--- config.mk ---
export PLATFORM = sky130hd
export DESIGN_NAME = rgb2gray_stream_flat
export DESIGN_NICKNAME = d
export VERILOG_FILES = /design/src/rtl/rgb2gray_pkg.sv /design/src/rtl/rgb2gray_stream_if.sv /design/src/rtl/rgb2gray_mac_stage.sv /design/src/rtl/rgb2gray_stream.sv /design/src/flat_wrapper.sv
export SDC_FILE = /design/constraint.sdc
export NUM_CORES = 1
export LEC_CHECK = 0
export ABC_AREA = 1
export CORE_MARGIN = 8
export CORE_UTILIZATION = 45
export DETAILED_ROUTE_END_ITERATION = 10
export SLEW_MARGIN = 40
export SYNTH_ARGS = -nofsm -noshare
export SYNTH_HDL_FRONTEND = slang
export SYNTH_SLANG_ARGS = --single-unit
--- constraint.sdc ---
create_clock -name clk_i -period 5.2 [get_ports clk_i]
set_clock_uncertainty 0.05 [all_clocks]
set_input_delay 0.78 -clock clk_i [delete_from_list [all_inputs] [get_ports clk_i]]
set_output_delay 0.78 -clock clk_i [all_outputs]
set_load 0.05 [all_outputs]
--- src/rtl/rgb2gray_pkg.sv ---
// Shared definitions for the streaming RGB-to-grayscale converter:
// mode encodings, the 8-bit reference weights and their rescaling helper.
package rgb2gray_pkg;

  typedef enum logic [1:0] {
    MODE_LUMA   = 2'd0,
    MODE_AVG    = 2'd1,
    MODE_GREEN  = 2'd2,
    MODE_CUSTOM = 2'd3
  } mode_e;

  // Channel slots in the packed pixel, lowest slice first.
  localparam int CH_B = 0;
  localparam int CH_G = 1;
  localparam int CH_R = 2;

  localparam int W_LUMA_R  = 77;
  localparam int W_LUMA_G  = 150;
  localparam int W_LUMA_B  = 29;
  localparam int W_AVG_R   = 85;
  localparam int W_AVG_G   = 86;
  localparam int W_AVG_B   = 85;
  localparam int W_GREEN_R = 0;
  localparam int W_GREEN_G = 256;
  localparam int W_GREEN_B = 0;

  function automatic int scale_weight(input int w8, input int coef_w);
    if (coef_w >= 8) begin
      return w8 << (coef_w - 8);
    end
    return w8 >> (8 - coef_w);
  endfunction

  // Built-in weight for one channel; custom mode is resolved by the caller.
  function automatic int mode_weight(input mode_e mode, input int chan, input int coef_w);
    int w8;
    w8 = 0;
    case (mode)
      MODE_LUMA:  w8 = (chan == CH_R) ? W_LUMA_R  : (chan == CH_G) ? W_LUMA_G  : W_LUMA_B;
      MODE_AVG:   w8 = (chan == CH_R) ? W_AVG_R   : (chan == CH_G) ? W_AVG_G   : W_AVG_B;
      MODE_GREEN: w8 = (chan == CH_R) ? W_GREEN_R : (chan == CH_G) ? W_GREEN_G : W_GREEN_B;
      default:    w8 = 0;
    endcase
    return scale_weight(w8, coef_w);
  endfunction

endpackage

--- src/rtl/rgb2gray_stream_if.sv ---
// Pixel-in / gray-out stream bundle plus the config and counter sideband.
interface rgb2gray_stream_if #(
    parameter int CH_W   = 8,
    parameter int COEF_W = 8,
    parameter int CNT_W  = 32
);
  logic                cfg_ld_i;
  logic [1:0]          mode_i;
  logic [COEF_W-1:0]   coef_r_i;
  logic [COEF_W-1:0]   coef_g_i;
  logic [COEF_W-1:0]   coef_b_i;
  logic                valid_i;
  logic                ready_o;
  logic [3*CH_W-1:0]   RgbColor_i;
  logic                last_i;
  logic                valid_o;
  logic                ready_i;
  logic [CH_W-1:0]     GrayColor_o;
  logic                last_o;
  logic [CNT_W-1:0]    count_o;
  logic                clear_i;

  modport slave (
    input  cfg_ld_i, mode_i, coef_r_i, coef_g_i, coef_b_i,
    input  valid_i, RgbColor_i, last_i, ready_i, clear_i,
    output ready_o, valid_o, GrayColor_o, last_o, count_o
  );

  modport master (
    output cfg_ld_i, mode_i, coef_r_i, coef_g_i, coef_b_i,
    output valid_i, RgbColor_i, last_i, ready_i, clear_i,
    input  ready_o, valid_o, GrayColor_o, last_o, count_o
  );
endinterface

--- src/rtl/rgb2gray_mac_stage.sv ---
// Second pipeline stage: sums the weighted products, rounds half up,
// saturates to the channel width and holds the result under backpressure.
module rgb2gray_mac_stage #(
    parameter int CH_W   = 8,
    parameter int COEF_W = 8
) (
  input  logic                             clk_i,
  input  logic                             rst_i,
  input  logic                             s1_valid,
  input  logic [3*(CH_W+COEF_W+1)-1:0]     s1_prod,
  input  logic                             s1_last,
  input  logic                             dn_ready,
  output logic                             adv,
  output logic                             gray_valid,
  output logic [CH_W-1:0]                  gray,
  output logic                             gray_last
);

  localparam int PW = CH_W + COEF_W + 1;
  localparam int SW = PW + 2;
  localparam int RW = SW - COEF_W;
  localparam logic [SW-1:0] RND = SW'(1) << (COEF_W - 1);

  logic [SW-1:0]   sum;
  logic [RW-1:0]   res;
  logic [CH_W-1:0] sat;
  logic            valid_reg;
  logic            last_reg;
  logic [CH_W-1:0] gray_reg;

  always_comb begin
    sum = SW'(s1_prod[0 +: PW]) + SW'(s1_prod[PW +: PW]) + SW'(s1_prod[2*PW +: PW]) + RND;
  end

  assign res = RW'(sum >> COEF_W);
  assign sat = (|res[RW-1:CH_W]) ? {CH_W{1'b1}} : res[CH_W-1:0];

  // The stage may take new data when empty or when its current beat leaves.
  assign adv = ~valid_reg | dn_ready;

  always_ff @(posedge clk_i) begin
    if (rst_i) begin
      valid_reg <= 1'b0;
      last_reg  <= 1'b0;
      gray_reg  <= '0;
    end else if (adv) begin
      valid_reg <= s1_valid;
      if (s1_valid) begin
        gray_reg <= sat;
        last_reg <= s1_last;
      end
    end
  end

  assign gray_valid = valid_reg;
  assign gray       = gray_reg;
  assign gray_last  = last_reg;

endmodule

--- src/rtl/rgb2gray_stream.sv ---
// Streaming RGB-to-grayscale converter: config registers, product stage,
// the add/round/saturate stage and the output transfer counter.
module rgb2gray_stream
  import rgb2gray_pkg::*;
#(
    parameter int CH_W   = 8,
    parameter int COEF_W = 8,
    parameter int CNT_W  = 32
) (
  input  logic                clk_i,
  input  logic                rst_i,
  rgb2gray_stream_if.slave    s
);

  localparam int WW = COEF_W + 1;
  localparam int PW = CH_W + COEF_W + 1;

  mode_e               mode_reg;
  logic [COEF_W-1:0]   coef_reg [3];
  logic                v1_reg;
  logic                last1_reg;
  logic [3*PW-1:0]     prod_bus;
  logic                adv1;
  logic                adv2;
  logic                take;
  logic                xfer;
  logic [CNT_W-1:0]    count_reg;
  logic                gray_valid;
  logic [CH_W-1:0]     gray;
  logic                gray_last;

  always_ff @(posedge clk_i) begin
    if (rst_i) begin
      mode_reg <= MODE_LUMA;
      for (int i = 0; i < 3; i++) begin
        coef_reg[i] <= '0;
      end
    end else if (s.cfg_ld_i) begin
      mode_reg       <= mode_e'(s.mode_i);
      coef_reg[CH_R] <= s.coef_r_i;
      coef_reg[CH_G] <= s.coef_g_i;
      coef_reg[CH_B] <= s.coef_b_i;
    end
  end

  assign adv1 = ~v1_reg | adv2;
  assign take = s.valid_i & adv1;

  // Products are formed at acceptance, so each pixel keeps the weights
  // that were live when it entered even if the config changes later.
  genvar gi;
  generate
    for (gi = 0; gi < 3; gi++) begin : g_ch
      logic [CH_W-1:0] ch;
      logic [WW-1:0]   w;
      logic [PW-1:0]   prod_reg;

      assign ch = s.RgbColor_i[gi*CH_W +: CH_W];

      always_comb begin
        w = WW'(mode_weight(mode_reg, gi, COEF_W));
        if (mode_reg == MODE_CUSTOM) begin
          w = {1'b0, coef_reg[gi]};
        end
      end

      always_ff @(posedge clk_i) begin
        if (rst_i) begin
          prod_reg <= '0;
        end else if (take) begin
          prod_reg <= PW'(ch) * PW'(w);
        end
      end

      assign prod_bus[gi*PW +: PW] = prod_reg;
    end
  endgenerate

  always_ff @(posedge clk_i) begin
    if (rst_i) begin
      v1_reg    <= 1'b0;
      last1_reg <= 1'b0;
    end else if (adv1) begin
      v1_reg <= s.valid_i;
      if (s.valid_i) begin
        last1_reg <= s.last_i;
      end
    end
  end

  rgb2gray_mac_stage #(
    .CH_W   (CH_W),
    .COEF_W (COEF_W)
  ) u_mac (
    .clk_i      (clk_i),
    .rst_i      (rst_i),
    .s1_valid   (v1_reg),
    .s1_prod    (prod_bus),
    .s1_last    (last1_reg),
    .dn_ready   (s.ready_i),
    .adv        (adv2),
    .gray_valid (gray_valid),
    .gray       (gray),
    .gray_last  (gray_last)
  );

  assign xfer = gray_valid & s.ready_i;

  // A clear coinciding with a transfer still counts that transfer.
  always_ff @(posedge clk_i) begin
    if (rst_i) begin
      count_reg <= '0;
    end else if (s.clear_i) begin
      count_reg <= xfer ? CNT_W'(1) : '0;
    end else if (xfer) begin
      count_reg <= count_reg + CNT_W'(1);
    end
  end

  assign s.ready_o     = adv1;
  assign s.valid_o     = gray_valid;
  assign s.GrayColor_o = gray;
  assign s.last_o      = gray_last;
  assign s.count_o     = count_reg;

endmodule

--- src/flat_wrapper.sv ---
// flat-port wrapper written by rule: the top's interface ports become plain ports
module rgb2gray_stream_flat import rgb2gray_pkg::*;
#(
    parameter int CH_W   = 8,
    parameter int COEF_W = 8,
    parameter int CNT_W  = 32
)
  (clk_i, rst_i, s_cfg_ld_i, s_mode_i, s_coef_r_i, s_coef_g_i, s_coef_b_i, s_valid_i, s_RgbColor_i, s_last_i, s_ready_i, s_clear_i, s_ready_o, s_valid_o, s_GrayColor_o, s_last_o, s_count_o);
  rgb2gray_stream_if #(.CH_W(CH_W), .COEF_W(COEF_W), .CNT_W(CNT_W)) s_i ();
  input  logic clk_i;
  input  logic rst_i;
  input wire logic [$bits(s_i.cfg_ld_i)-1:0] s_cfg_ld_i;
  input wire logic [$bits(s_i.mode_i)-1:0] s_mode_i;
  input wire logic [$bits(s_i.coef_r_i)-1:0] s_coef_r_i;
  input wire logic [$bits(s_i.coef_g_i)-1:0] s_coef_g_i;
  input wire logic [$bits(s_i.coef_b_i)-1:0] s_coef_b_i;
  input wire logic [$bits(s_i.valid_i)-1:0] s_valid_i;
  input wire logic [$bits(s_i.RgbColor_i)-1:0] s_RgbColor_i;
  input wire logic [$bits(s_i.last_i)-1:0] s_last_i;
  input wire logic [$bits(s_i.ready_i)-1:0] s_ready_i;
  input wire logic [$bits(s_i.clear_i)-1:0] s_clear_i;
  output wire logic [$bits(s_i.ready_o)-1:0] s_ready_o;
  output wire logic [$bits(s_i.valid_o)-1:0] s_valid_o;
  output wire logic [$bits(s_i.GrayColor_o)-1:0] s_GrayColor_o;
  output wire logic [$bits(s_i.last_o)-1:0] s_last_o;
  output wire logic [$bits(s_i.count_o)-1:0] s_count_o;
  assign s_i.cfg_ld_i = s_cfg_ld_i;
  assign s_i.mode_i = s_mode_i;
  assign s_i.coef_r_i = s_coef_r_i;
  assign s_i.coef_g_i = s_coef_g_i;
  assign s_i.coef_b_i = s_coef_b_i;
  assign s_i.valid_i = s_valid_i;
  assign s_i.RgbColor_i = s_RgbColor_i;
  assign s_i.last_i = s_last_i;
  assign s_i.ready_i = s_ready_i;
  assign s_i.clear_i = s_clear_i;
  assign s_ready_o = s_i.ready_o;
  assign s_valid_o = s_i.valid_o;
  assign s_GrayColor_o = s_i.GrayColor_o;
  assign s_last_o = s_i.last_o;
  assign s_count_o = s_i.count_o;
  rgb2gray_stream #(.CH_W(CH_W), .COEF_W(COEF_W), .CNT_W(CNT_W)) u_core (.clk_i(clk_i), .rst_i(rst_i), .s(s_i));
endmodule
Word-level counts from Yosys, hierarchy flattened
Memories as Yosys holds them, arrays and structs flattened.
Index checks and enable logic that the tools add are counted.
- bits in registers: 97
- RAM bits: 24
- input port bits: 57
- output and inout port bits: 43
- word-level logic and storage cells: 53
- memories kept: 1
- memories (memory ; depth ; bits a word ; rd ports ; clocked after Yosys merged registers in ; wr ports ; line ; RTL):
    u_core.coef_reg ; 3 ; 8 ; 3 ; 0 ; 3 ; rgb2gray_stream.sv:19 ; logic [COEF_W-1:0] coef_reg [3];
- add/subtract/negate cells: 4
- $mul: 3
- equality and inequality tests: 3
- mux-type cells: 18
- bitwise operators: 9
- reductions and logical operators: 5
- operators by type and width (cell ; count):
    2-to-1 mux 32 bit ; 2
    2-to-1 mux 8 bit ; 5
    multiplier 8 x 9 -> 17 bit ; 2
    adder 32 x 1 -> 32 bit (second input constant) ; 1
    case mux 7 bit (2 select lines) ; 2
    case mux 9 bit (3 select lines) ; 1
    adder 19 x 17 -> 19 bit ; 1
    adder 19 x 8 -> 19 bit (second input constant) ; 1
    adder 17 x 17 -> 18 bit ; 1
    2-to-1 mux 9 bit ; 2
    multiplier 8 x 8 -> 16 bit ; 1
    2-to-1 mux 1 bit ; 6
    OR 1 bit ; 5
    == test 2 bit (second input constant) ; 2
    AND reduction 2 bit ; 2
    OR reduction 3 bit ; 1
    AND 1 bit ; 2
    == test 2 x 1 -> 1 bit (second input constant) ; 1
    zero test 2 bit ; 1
    inverter 1 bit ; 2
    nonzero test 2 bit ; 1

Longest topological paths before layout
- word-level depth: 5
- gate-level depth with buffers: 26
- depth with buffers taken out: 25

Modules after synthesis
From an unflattened synthesis, not the netlist that was laid out.
- cells, all modules: 2023
- area, all modules: 14092.3 sq um
- by module, submodules not included (module ; instances ; cells an instance ; area an instance (sq um) ; sequential area each (sq um)):
    rgb2gray_stream ; 1 ; 1680 ; 11871.4 ; 2462.4
    rgb2gray_mac_stage ; 1 ; 343 ; 2220.9 ; 200.2

Least setup slack after synthesis
OpenSTA, ideal clock, no wires.
- path kind: flip-flop to flip-flop
- start: reg u_core.mode_reg[0]
- end: reg u_core.g_ch[2].prod_reg[10]
- library setup time: 0.115 ns
- arrival: 4.571 ns
- required time: 5.035 ns
- path slack: 0.464 ns
- cell stages (with the launch flop): 23
- path buffers: 2
- period minus slack after synthesis: 4.736 ns
- cell sequence: dfxtp_1 -> clkbuf_1 -> nand2_1 -> inv_1 -> buf_2 -> nand2_1 -> inv_1 -> nand2_1 -> fa_1 -> fa_1 -> inv_1 -> fa_1 -> inv_1 -> fa_1 -> inv_1 -> ha_1 -> a21oi_1 -> inv_1 -> a31oi_1 -> o21ai_0 -> xor2_1 -> o21ai_0 -> inv_1
- word-level cells in the longest chain between the ends: 4
- elaborated cells on any way between the ends: 6
- classes of those cells: 1 x mul; 2 x eq/ne; 2 x mux; 1 x reduce/logical
- RTL lines (what ; line ; RTL):
    start: declaration ; rgb2gray_stream.sv:18 ; mode_e mode_reg;
    start signal: assignment ; rgb2gray_stream.sv:39 ; mode_reg <= mode_e'(s.mode_i);
    == test 2 x 1 -> 1 bit or zero test 2 bit (tied branches) ; rgb2gray_pkg.sv:38 ; case (mode)
    case mux 7 bit (2 select lines) ; rgb2gray_pkg.sv:38 ;
    2-to-1 mux 8 bit (*) ; rgb2gray_stream.sv:62 ; if (mode_reg == MODE_CUSTOM) begin
    multiplier 8 x 8 -> 16 bit (*) ; rgb2gray_stream.sv:71 ; prod_reg <= PW'(ch) * PW'(w);
    end signal: assignment ; rgb2gray_stream.sv:71 ;
    end: declaration ; rgb2gray_stream.sv:56 ; logic [PW-1:0] prod_reg;
Mark *: on every way between the ends. The rest lies on a longest branch, timed or not.
A chain may end at the register's enable or synchronous reset.

Final worst setup path
- start: in s_RgbColor_i[5]
- end: reg u_core.g_ch[0].prod_reg[14]
- word-level cells in the longest chain between the ends: 1
- RTL lines (what ; line ; RTL):
    start: declaration ; flat_wrapper.sv:18 ; input wire logic [$bits(s_i.RgbColor_i)-1:0] s_RgbColor_i;
    multiplier 8 x 9 -> 17 bit ; rgb2gray_stream.sv:71 ;
    end signal: assignment ; rgb2gray_stream.sv:71 ;
    end: declaration ; rgb2gray_stream.sv:56 ;
No other way between the ends.

==> results.md <==
- The number of vias after detailed routing is between 10,000 and 15,000.
- The kind of capture point of the worst setup path is a register.
- The chip width is 188 um.
- The area after detailed placement is about 15,000 um^2.
- Synthesis produced a netlist with a net count of ~2,100.
- The later pin in the worst-skew pair is clocked with a latency of 430 ps.
- Power spread over the standard cell area amounts to roughly 330 nW/um^2.
- After global routing the overflow that remains totals 0.
- The count of pins on the block boundary is 100.
- The flow ran to the end, and the final reports show no timing, DRC or antenna violations.
- The setup total negative slack is 0 ps.
- For the pin with the worst max-slew slack, the measured transition is slightly below 800 ps.
- Synthesis produced approximately 1,800 cells.
- Setup violations remaining at the end of the flow were counted as 0.
- The first global-routing pass estimated 53,500 um of wire.
- The final net count is roughly 2,300.
- The warning count from the yosys run is 0.
- The final weighted congestion in routability-driven placement is approximately 0.93.
- The kind of launch point of the worst setup path is an input port.
- The number of global-route vias before repair is about 11,000.
- The number of max-cap violations is 0.
- Compared with the post-synthesis result, the final layout area differs by 19.4%.
- The final hold violation count is 0.
- The quantity of I/O buffers inserted on ports is 99.
- The synthesized design contains 24 enable-type register cells.
- The number of H-tree branching levels is 4.
- For the worst setup path, the data required time is 5460 ps.
- Counting the buffers created by CTS gives 17.
- The register with the most flip-flops in the layout has 50 of them.
- For this run, the register share of the synthesized area comes to between 15 and 20%.
- The post-route fraction of the period consumed by the critical path is 94.3%.
- Clock-pin slew was measured on the worst setup and hold paths at about 70 ps.
- The analysis attributes to cell leakage a power of around 8.4 nW.
- The final standard cell area without fillers is approximately 16,000 um^2.
- The number of detailed-route iterations in the first pass is 5.
- CTS placed an instance of sky130_fd_sc_hd__clkbuf_16 at the clock tree root.
- The post-cts hold buffer count is 0.
- The residual DRC count is 0.
- The internal reg-to-reg setup slack is about 340 ps.
- The largest net degree at the start of global routing is 56.
- The unique cell type count in the Yosys netlist is 50.
- Summed over all nets, the half-perimeter wirelength after detailed placement is 25,900 um.
- The number of synthesized register bits is 120.
- The tightest hold path in the finished design has a slack of roughly 400 ps.
- The number of antenna diodes is 0.
- The min-delay analysis places its worst path in the category register to register.
- After synthesis, the share of flip-flops with an asynchronous set or reset is 0%.
- Measured against its own limit, the worst slew margin works out to between 40% and 50%.
- The largest driver fanout on the critical path is 4.
- In this run, the number of DRC markers left after iteration 0 of detailed routing was 543.
- The number of vias per cell after detailed routing is around 5.
- The number of antenna violations at the first check in global routing is 0.
- Setup repair after global routing left no endpoint under its margin.
- The overall fraction of global-route tracks in use is between 10% and 20%.
- The post-synthesis area per instance is around 7.3 um^2.
- For the worst setup path, the data arrival time is 5170 ps.
- The post-route antenna net violation count is 0.
- The fmax is around 200 MHz.
- The number of pins with negative max-slew slack in the final report is 0.
- The aggregate routed wire length is around 31,000 um.
- Among all flip-flop cells after synthesis, the most frequent one is sky130_fd_sc_hd__dfxtp_1.
- After floorplanning, the core was divided into 63 placement rows.
- The initial core utilization is a little under half.
- In this run the cell area of the synthesized design comes to roughly 13,000 um^2.
- TritonCTS built the clock tree.
- The height of the die is approximately 190 um.
- The wire length per cell is 13.2 um.
- The fraction of layout cells with a size suffix above 1 is under 10%.
- The floorplan step defined a core boundary enclosing 29,300 um^2.
- The number of clock sinks seen by CTS is 120.
- In this run the deepest clock path goes through 2 buffers.
- The path type of the worst setup path is input port to register.
- The die covers roughly 35,000 um^2.
- IR analysis of the VDD net gives a maximum drop of around 0.26 mV.
- The routed design could run at a clock period as short as around 5000 ps.
-- cell type report --
cell class | count | area, um^2
Multi-Input combinational cell | 1266 | 9060
Tap cell | 390 | 488
Timing Repair Buffer | 177 | 1580
Clock buffer | 17 | 425
Clock inverter | 15 | 155
Inverter | 389 | 1470
Fill cell | 2907 | 13500
Sequential cell | 120 | 2650
-- path summary, 6_finish.rpt --
kind,start,to,cells after the start
worst max-delay path,s_RgbColor_i[5],u_core.g_ch[0].prod_reg[14]$_SDFFE_PP0P_,20
worst min-delay path,u_core.s.count_o[31]$_SDFFE_PP0P_,u_core.s.count_o[31]$_SDFFE_PP0P_,1
worst min register to register,u_core.s.count_o[31]$_SDFFE_PP0P_,u_core.s.count_o[31]$_SDFFE_PP0P_,1
worst max register to register,u_core.mode_reg[1]$_SDFFE_PP0P_,u_core.g_ch[0].prod_reg[14]$_SDFFE_PP0P_,22
-- cell usage after synthesis (all sizes together), types with 2 or more instances --
master / instances / share of area [%]
a31o: 2 / 0.13
or2: 4 / 0.19
inv: 387 / 11
nand3: 69 / 2.7
o21ai: 96 / 3.6
a21boi: 3 / 0.17
o21a: 2 / 0.11
buf: 10 / 0.49
o221ai: 2 / 0.13
and3: 3 / 0.14
ha: 161 / 15
nand4: 10 / 0.52
edfxtp: 24 / 5.4
a21oi: 105 / 4.0
nor2: 327 / 9.7
a21o: 8 / 0.46
nor4: 3 / 0.30
dfxtp: 96 / 15
nand3b: 3 / 0.17
nand2: 259 / 7.6
xor2: 33 / 2.2
nor3b: 2 / 0.11
clkbuf: 17 / 0.48
nor3: 22 / 1.1
and2: 2 / 0.094
fa: 115 / 17
o21bai: 10 / 0.57
clkinv: 2 / 0.057
a31oi: 6 / 0.28
xnor2: 15 / 0.99
-- power by group --
group          internal, mW  switching (mW)
clock network         0.641           0.532
logic                  1.26            1.74
registers              1.06          0.0714
total                  2.95            2.34
-- critical path: stages --
cell                              delay [ps]
sky130_fd_sc_hd__clkdlybuf4s50_1         480
sky130_fd_sc_hd__inv_1                    50
sky130_fd_sc_hd__or2_2                   300
sky130_fd_sc_hd__fa_1                    470
sky130_fd_sc_hd__fa_1                    540
sky130_fd_sc_hd__inv_1                    50
sky130_fd_sc_hd__fa_1                    530
sky130_fd_sc_hd__inv_1                    50
sky130_fd_sc_hd__fa_1                    530
sky130_fd_sc_hd__inv_1                    40
sky130_fd_sc_hd__ha_1                    330
sky130_fd_sc_hd__a21oi_1                 170
sky130_fd_sc_hd__o21ai_0                 130
sky130_fd_sc_hd__nand2_1                  80
sky130_fd_sc_hd__nand3_1                 150
sky130_fd_sc_hd__a21o_1                  210
sky130_fd_sc_hd__nand2_1                  50
sky130_fd_sc_hd__nand2_1                  40
sky130_fd_sc_hd__o21ai_0                 150
sky130_fd_sc_hd__inv_1                    50
-- cells by family (layout without fill, tap and decap cells) --
family | count (synthesis) | after routing | share of synthesized area [%]
flip-flops | 120 | 120 | 20.0
XOR/XNOR | 48 | 48 | 3.17
AND/OR/NAND/NOR | 705 | 705 | 22.6
buffers and inverters | 416 | 598 | 12.0
adder cells (fa/ha/maj) | 276 | 276 | 32.6
AO/OA/AOI/OAI | 237 | 237 | 9.66
-- cells in the final DEF, fill, tap and decap left out, drive strengths merged, types with 2 or more instances in the layout --
cell / netlist / layout
o21a: 2 / 2
ha: 161 / 161
o221ai: 2 / 2
nor3b: 2 / 2
a21boi: 3 / 3
clkinvlp: 0 / 2
a31oi: 6 / 6
nor4: 3 / 3
nand3: 69 / 69
nand3b: 3 / 3
edfxtp: 24 / 24
buf: 10 / 79
o21ai: 96 / 96
clkinv: 2 / 7
xnor2: 15 / 15
xor2: 33 / 33
o21bai: 10 / 10
nand2: 259 / 259
a21o: 8 / 8
nor3: 22 / 22
inv: 387 / 395
nor2: 327 / 327
a21oi: 105 / 105
and2: 2 / 2
a31o: 2 / 2
fa: 115 / 115
clkbuf: 17 / 17
clkdlybuf4s50: 0 / 98
dfxtp: 96 / 96
nand4: 10 / 10
and3: 3 / 3
or2: 4 / 4
-- stage by stage --
stage	total power, mW	cells	utilization, %	setup WS [ps]
after floorplan	3.23	1802	-	464
after global placement	4.10	2340	51.7	-168
after detailed placement	4.13	2340	51.7	-176
after CTS	5.34	2372	53.7	83.5
after global routing	5.84	2374	53.9	8.97
final	5.30	2374	53.9	294
-- timing repair --
item | CTS | global route
buffers inserted | 0 | 2
endpoints found under the setup margin | 0 | 17
gates resized for setup | 0 | 18
-- per-layer routing --
| metal | up-vias | track usage [%] | routed length (um) |
|---|---|---|---|
| met5 | - | 0 | 0 |
| met4 | 0 | 4.30 | 461 |
| met3 | 35 | 2.86 | 1050 |
| met2 | 205 | 29.9 | 14500 |
| met1 | 5348 | 24.2 | 15400 |
| li1 | 5964 | - | - |
Power figures use the tool's default switching activity.
